$ cat src/rtl/window_frame_reader.sv
// Circular sample buffer that emits fixed-length frames over a valid/ready stream.
// Optional FRAME_READER_PEAK_EN adds a per-frame peak detector (frame_peak/peak_valid).
module window_frame_reader #(
  parameter  int DATA_W    = 12,
  parameter  int FRAME_LEN = 16,
  parameter  int DEPTH     = 64,
  localparam int ADDR_W    = $clog2(DEPTH)
) (
  input  logic              clk,
  input  logic              reset,
  input  logic [DATA_W-1:0] din,
  input  logic              din_valid,
  input  logic              clr_ovf,
  output logic [DATA_W-1:0] rd_data,
  output logic              rd_valid,
  input  logic              rd_ready,
  output logic              rd_last,
  output logic [ADDR_W:0]   level,
  output logic              overflow,
`ifdef FRAME_READER_PEAK_EN
  output logic [DATA_W-1:0] frame_peak,
  output logic              peak_valid,
`endif
  output logic [1:0]        dbg_state
);

  localparam int CNT_W = (FRAME_LEN > 1) ? $clog2(FRAME_LEN) : 1;
  localparam logic [ADDR_W:0]  LVL_FULL  = (ADDR_W+1)'(DEPTH);
  localparam logic [ADDR_W:0]  LVL_FRAME = (ADDR_W+1)'(FRAME_LEN);
  localparam logic [CNT_W-1:0] CNT_LAST  = CNT_W'(FRAME_LEN - 1);

  typedef enum logic [1:0] {
    S_IDLE  = 2'd0,
    S_LOAD  = 2'd1,
    S_BURST = 2'd2
  } state_t;

  logic [DATA_W-1:0] r_mem [DEPTH];
  logic [ADDR_W-1:0] r_wr_ptr;
  logic [ADDR_W-1:0] r_rd_ptr;
  logic [ADDR_W:0]   r_level;
  logic              r_overflow;
  logic [CNT_W-1:0]  r_cnt;
  state_t            r_state;
  logic [DATA_W-1:0] r_rd_data;
  logic              r_rd_valid;
  logic              r_rd_last;

  logic              w_wr_en;
  logic              w_drop;
  logic              w_pop;
  logic [ADDR_W-1:0] w_rd_ptr_nxt;
  logic [CNT_W-1:0]  w_cnt_nxt;
  logic [DATA_W-1:0] w_head;
  logic [DATA_W-1:0] w_next;

  // Handshake: a beat transfers on any edge where rd_valid && rd_ready; while
  // rd_valid is high and rd_ready is low, rd_data/rd_valid/rd_last do not change.
  assign w_wr_en      = din_valid && (r_level != LVL_FULL);
  assign w_drop       = din_valid && (r_level == LVL_FULL);
  assign w_pop        = r_rd_valid && rd_ready;
  assign w_rd_ptr_nxt = r_rd_ptr + 1'b1;
  assign w_cnt_nxt    = r_cnt + 1'b1;
  assign w_head       = r_mem[r_rd_ptr];
  assign w_next       = r_mem[w_rd_ptr_nxt];

  assign rd_data   = r_rd_data;
  assign rd_valid  = r_rd_valid;
  assign rd_last   = r_rd_last;
  assign level     = r_level;
  assign overflow  = r_overflow;
  assign dbg_state = r_state;

  // Storage needs no reset: only entries counted by level are ever read.
  always_ff @(posedge clk) begin
    if (w_wr_en) begin
      r_mem[r_wr_ptr] <= din;
    end
  end

  always_ff @(posedge clk or posedge reset) begin
    if (reset) begin
      r_wr_ptr   <= '0;
      r_rd_ptr   <= '0;
      r_level    <= '0;
      r_overflow <= 1'b0;
    end else begin
      if (w_wr_en) begin
        r_wr_ptr <= r_wr_ptr + 1'b1;
      end
      if (w_pop) begin
        r_rd_ptr <= w_rd_ptr_nxt;
      end
      case ({w_wr_en, w_pop})
        2'b10:   r_level <= r_level + 1'b1;
        2'b01:   r_level <= r_level - 1'b1;
        default: r_level <= r_level;
      endcase
      if (w_drop) begin
        r_overflow <= 1'b1;
      end else if (clr_ovf) begin
        r_overflow <= 1'b0;
      end
    end
  end

  always_ff @(posedge clk or posedge reset) begin
    if (reset) begin
      r_state    <= S_IDLE;
      r_cnt      <= '0;
      r_rd_data  <= '0;
      r_rd_valid <= 1'b0;
      r_rd_last  <= 1'b0;
    end else begin
      case (r_state)
        S_IDLE: begin
          r_rd_valid <= 1'b0;
          r_rd_last  <= 1'b0;
          if (r_level >= LVL_FRAME) begin
            r_cnt   <= '0;
            r_state <= S_LOAD;
          end
        end
        S_LOAD: begin
          r_rd_data  <= w_head;
          r_rd_valid <= 1'b1;
          r_rd_last  <= 1'b0;
          r_state    <= S_BURST;
        end
        S_BURST: begin
          // Whole frame is already buffered, so the word after the head is always valid.
          if (w_pop) begin
            if (r_cnt != CNT_LAST) begin
              r_cnt     <= w_cnt_nxt;
              r_rd_data <= w_next;
              r_rd_last <= (w_cnt_nxt == CNT_LAST);
            end else begin
              r_rd_valid <= 1'b0;
              r_rd_last  <= 1'b0;
              r_state    <= S_IDLE;
            end
          end
        end
        default: begin
          r_rd_valid <= 1'b0;
          r_rd_last  <= 1'b0;
          r_state    <= S_IDLE;
        end
      endcase
    end
  end

`ifdef FRAME_READER_PEAK_EN
  logic [DATA_W-1:0] r_run_max;
  logic [DATA_W-1:0] r_frame_peak;
  logic              r_peak_valid;
  logic [DATA_W-1:0] w_beat_max;

  assign w_beat_max = (r_rd_data > r_run_max) ? r_rd_data : r_run_max;
  assign frame_peak = r_frame_peak;
  assign peak_valid = r_peak_valid;

  always_ff @(posedge clk or posedge reset) begin
    if (reset) begin
      r_run_max    <= '0;
      r_frame_peak <= '0;
      r_peak_valid <= 1'b0;
    end else begin
      r_peak_valid <= 1'b0;
      if (w_pop) begin
        if (r_rd_last) begin
          r_frame_peak <= w_beat_max;
          r_peak_valid <= 1'b1;
          r_run_max    <= '0;
        end else begin
          r_run_max <= w_beat_max;
        end
      end
    end
  end
`endif

endmodule

$ cat config.mk
export PLATFORM = sky130hd
export DESIGN_NAME = window_frame_reader
export DESIGN_NICKNAME = d
export VERILOG_FILES = /design/src/rtl/window_frame_reader.sv
export SDC_FILE = /design/constraint.sdc
export NUM_CORES = 1
export LEC_CHECK = 0
export CAP_MARGIN = 20
export CORE_MARGIN = 2
export CORE_UTILIZATION = 68
export DETAILED_ROUTE_END_ITERATION = 7
export MAX_ROUTING_LAYER = met4
export PLACE_DENSITY = 0.82
export SLEW_MARGIN = 20
export SYNTH_ARGS = -nofsm -noshare
export SYNTH_HDL_FRONTEND = slang
export SYNTH_SLANG_ARGS = --single-unit
$ cat constraint.sdc
create_clock -name clk -period 5.8 [get_ports clk]
set_input_delay 0.58 -clock clk [delete_from_list [all_inputs] [get_ports clk]]
set_output_delay 0.58 -clock clk [all_outputs]
set_load 0.02 [all_outputs]
**Word-level counts from Yosys, hierarchy flattened**

Memory sizes are Yosys's and may differ from the RTL's.
Index checks and enable logic that the tools add are counted.

- Flip-flop bits (word level): 40
- RAM bits: 768
- Input port bits: 17
- Output and inout bits: 24
- Logic and storage cells: 62
- Memories kept: 1

- Add/sub/neg operators: 5
- Order comparisons: 1
- Equal/unequal tests: 12
- Multiplexer cells: 22
- Reduce and logical (&&, ||, !) cells: 12

Memory list:

| name | depth | width | read ports | clocked after memory_dff | write ports | RTL line | text |
|---|---|---|---|---|---|---|---|
| r_mem | 64 | 12 | 2 | 0 | 1 | 38 | `logic [DATA_W-1:0] r_mem [DEPTH];` |

Operators by type and width:

| kind | number |
|---|---|
| $mux W12 | 2 |
| $pmux W12 S2 | 1 |
| $pmux W7 S2 | 1 |
| $add A6 B1 Y6 const B | 2 |
| $mux W4 | 3 |
| $mux W1 | 9 |
| $ne A2 B2 Y1 const B | 4 |
| $pmux W4 S2 | 1 |
| $reduce_bool A2 Y1 | 4 |
| $add A7 B1 Y7 const B | 1 |
| $eq A7 B7 Y1 const B | 1 |
| $ge A7 B5 Y1 const B | 1 |
| $ne A7 B7 Y1 const B | 1 |
| $sub A7 B1 Y7 const B | 1 |
| $mux W2 | 3 |
| $pmux W2 S3 | 1 |
| $reduce_and A3 Y1 | 2 |
| $add A4 B1 Y4 const B | 1 |
| $eq A2 B1 Y1 const B | 2 |
| $eq A2 B2 Y1 const B | 2 |
| $eq A4 B4 Y1 const B | 1 |
| $ne A4 B4 Y1 const B | 1 |
| $reduce_and A4 Y1 | 1 |
| $logic_and A1 B1 Y1 | 3 |
| other kinds (3) | 3 |

**Depth between registers and ports, before layout**

- Depth in word-level cells: 5
- Mapped depth: 14
- Mapped depth without buffers: 12

**Worst setup path after synthesis**

No wires, ideal clock.

- Kind: reg-to-reg
- Start: reg r_level[4] (netlist: level[4])
- End: reg r_level[4] (netlist: level[4])
- Setup time: 0.079 ns
- Data arrival time: 3.132 ns
- Data required time: 5.721 ns
- Slack: 2.588 ns
- Cell stages (with the launch flop): 15
- Path buffers: 2
- Clock period less this slack: 3.212 ns
- Cell sequence: dfrtp_1 clkbuf_1 nor4_1 a31oi_1 inv_1 ha_1 clkbuf_1 xor2_1 ha_1 and3b_1 o21ai_0 a21boi_0 nor2_1 a211oi_1 xor2_1

- Longest elaborated chain between the ends: 4
- Elaborated cells between the ends (all ways): 8
- Classes of those cells: add/sub (2); eq/ne (3); mux (1); reduce/logical (2)

Ends and longest elaborated chain:

| element | RTL line | text |
|---|---|---|
| from (decl) | 41 | `logic [ADDR_W:0] r_level;` |
| from (signal assigned) | 95 | `2'b10: r_level <= r_level + 1'b1;` |
| from (signal assigned) | 96 | `2'b01: r_level <= r_level - 1'b1;` |
| from (signal assigned) | 97 | `default: r_level <= r_level;` |
| parallel branches: the longest is 4 deep, another holds $sub A7 B1 Y7 | n/a |  |

Several ways; the timed one is not identified.
A chain may end at the register's enable or synchronous reset.

**Worst setup path after layout**

- Start: reg r_rd_ptr[2]
- End: reg r_rd_data[6] (netlist: rd_data[6])

- Longest elaborated chain between the ends: 5

Ends and longest elaborated chain:

| element | RTL line | text |
|---|---|---|
| from (decl) | 40 | `logic [ADDR_W-1:0] r_rd_ptr;` |
| from (signal assigned) | 92 | `r_rd_ptr <= w_rd_ptr_nxt;` |
| $add A6 B1 Y6 | 62 | `assign w_rd_ptr_nxt = r_rd_ptr + 1'b1;` |
| $mem_v2 Z64 W12 (*) | n/a |  |
| $mux W12 | 133 | `if (r_cnt != CNT_LAST) begin` |
| $mux W12 | 132 | `if (w_pop) begin` |
| $pmux W12 S2 (*) | 115 | `case (r_state)` |
| to (signal assigned) | 125 | `r_rd_data <= w_head;` |
| to (signal assigned) | 135 | `r_rd_data <= w_next;` |
| to (decl) | 45 | `logic [DATA_W-1:0] r_rd_data;` |

Mark *: on every way between the ends. The rest lies on a longest branch, timed or not. The select of a mux whose other input is x is not followed.

==> flow_metrics.tcl <==
set metrics [dict create \
    drive_above_1_share_pct 32.1 \
    gr-usage-all-layers_pct 39.5 \
    worst_path_largest_cell_delay_ps 1010 \
    slew_headroom_pct 19.5 \
    tritoncts "yes" \
    routed_via_density 7.96 \
    routed_wl_microns 107000 \
    core-area_sq_um 55200 \
    final.period_utilization_pct 71.9 \
    gp_congestion 0.969 \
    htreeDepth 3 \
    avgSynthCellArea_sq_um 18.9 \
    nets 2078 \
    cp_data_required_time_ps 6310 \
    tightest_slew_ps 1200 \
    holdBufCountCts 0 \
    die_x_microns 241 \
    fin_skew_ps 22.7 \
    clock_sinks 808 \
    maxClockFrequency_ghz 0.240 \
    fin_setup_tns_ps 0 \
    grt_pass1_vias 22200 \
    synth_edf_count 768 \
    start_util_pct 69.0 \
    leakage_nw 13.2 \
    crit_slowest_cell "dfrtp_2" \
    grt_max_degree 129 \
    path_class "flop to flop" \
    ios 41 \
    syn_nets 2041 \
    period_minus_slack_ps 4170 \
    grt_pass1_wl_microns 155000 \
    final_cell_mix "edfxtp_1 (768), mux4_2 (412), nand2_1 (167)" \
    grt_setup_unrepaired "false" \
    detail-route-antenna-nets 0 \
    synth_compound_area_share_pct 2.53 \
    powerDensity_nw_per_um2 542 \
    status "finished clean" \
    crit_fanout 32 \
    critPathLaunchType "flop" \
    num_vias 22900 \
    crit_family "flip-flops" \
    synth_ff_type "edfxtp_1" \
    postLayoutCoreUtil_pct 76.1 \
    fin_area_sq_um 42000 \
    finalHoldViolations 0 \
    synth_area_sq_um 38100 \
    dr.pass1.iters 6 \
    drt-initial-drc-count 4437 \
    drv_slew 0 \
    rows 86 \
    synth_xor_area_share_pct 0.647 \
    postPlaceCellArea_sq_um 39200 \
    syn_inst 2017 \
    synth-simple-area-share_pct 4.59 \
    crit_path_cell_trace "and3_1 -> xor2_4 -> buf_4 -> mux4_2 -> mux2i_1 -> nor3_1 -> a2bb2oi_1" \
    hold_path.class "primary input to asynchronous set/reset pin" \
    die_area_sq_um 57900 \
    cts-resized-gates 0 \
    wl_per_cell_microns 37.2 \
    synthMuxAreaShare_pct 26.6 \
    syn2layout_area_growth_pct 10.2 \
    io_buffers 40 \
    cap_violations 0 \
    antenna_found_initial 4 \
    grt_overflow 0 \
    clkTransAtPathRegs_ps 60 \
    worstPathArrival_ps 4680 \
    ys_warn_count 0 \
    dp_hpwl_microns 66100 \
    crit_path_end_kind "flop" \
    die_height_microns 241 \
    postCtsSetupBuffers 0 \
    synth_fa_ha_area_share_pct 0.230 \
    drc 0 \
    synth_seq_cells 808 \
    setup_violations 0 \
    path_buf_inv 1 \
    ys_async_sr_fraction_pct 4.95 \
    synth_top_family_by_area "multiplexers" \
    layout_commonest_cell "edfxtp_1" \
    clock_latency_ps 640 \
    cts_made_buffers 84 \
    ir_drop_mv 0.582 \
    root_buffer "clkbuf_16" \
    synth.distinct_cells 62 \
    cts_buffer_depth 3 \
    ys_seq_area_share_pct 63.2 \
]
## final cells by class
cell class,count,area (sq um)
Fill cell,2936,13200
Clock buffer,110,2250
Antenna cell,5,12.5
Sequential cell,808,24100
Multi-Input combinational cell,1051,13300
Clock inverter,47,465
Tap cell,748,936
Inverter,9,33.8
Timing Repair Buffer,100,873
## cell families after synthesis
logic type	after synthesis
AO/OA/AOI/OAI	134
XOR/XNOR	26
adder cells (fa/ha/maj)	7
buffers and inverters	158
flip-flops	808
multiplexers	495
AND/OR/NAND/NOR	389
## metal layers
metal | vias up | routed length (microns) | global-route usage [%]
met5 | - | 0 | -
li1 | 8598 | - | -
met1 | 11700 | 35900 | 54.3
met3 | 375 | 16200 | 10.7
met2 | 2278 | 49100 | 56.8
met4 | 0 | 5850 | 17.1
## Yosys cell counts, types with 17 or more instances
cell type,number,area [sq um]
nand4_1,23,144
mux2_2,30,338
a21oi_1,17,85.1
mux2i_1,53,531
edfxtp_1,768,23100
dfrtp_1,40,1000
nand2_1,167,627
o21ai_0,23,115
mux4_2,412,9280
buf_4,34,255
nor2_1,96,360
buf_2,47,235
clkbuf_1,48,180
nand3_1,35,175
## per-stage QoR
| stage | hold slack (ps) | setup WS [ps] | power [W] | cells |
|---|---|---|---|---|
| floorplan | 459 | 2590 | 0.0140 | 2017 |
| global placement | 499 | 1730 | 0.0170 | 2710 |
| detailed placement | 502 | 1740 | 0.0171 | 2713 |
| CTS | 496 | 1780 | 0.0225 | 2870 |
| global route | 525 | 1490 | 0.0233 | 2877 |
| finish | 476 | 1630 | 0.0228 | 2878 |
## state kept, by name (all words and copies together), names as in the netlist
| signal | cells |
|---|---|
| level | 7 |
| rd_data | 12 |
| rd_valid | 1 |
| r_wr_ptr | 6 |
| dbg_state | 2 |
| r_rd_ptr | 6 |
| rd_last | 1 |
| overflow | 1 |
| r_cnt | 4 |
| r_mem | 768 |
## final timing paths
path                              from          end  slack [ps]  cells after the start
setup / recovery           r_rd_ptr[2]   rd_data[6]        1630                      7
hold / removal                   reset     rd_valid         480                      2
setup reg to reg           r_rd_ptr[2]   rd_data[6]        1630                      7
hold reg to reg            r_wr_ptr[2]  r_wr_ptr[2]         520                      1
max in group asynchronous        reset  r_rd_ptr[0]        4620                      2
min in group clk           r_wr_ptr[2]  r_wr_ptr[2]         520                      1
## report_power, final
group | switching, W | total [W] | internal [W]
combinational | 0.00569 | 0.0101 | 0.00442
clock | 0.00228 | 0.00538 | 0.00311
sequential | 0.000568 | 0.00727 | 0.00670
No activity file was read; power rests on OpenSTA's default activity.
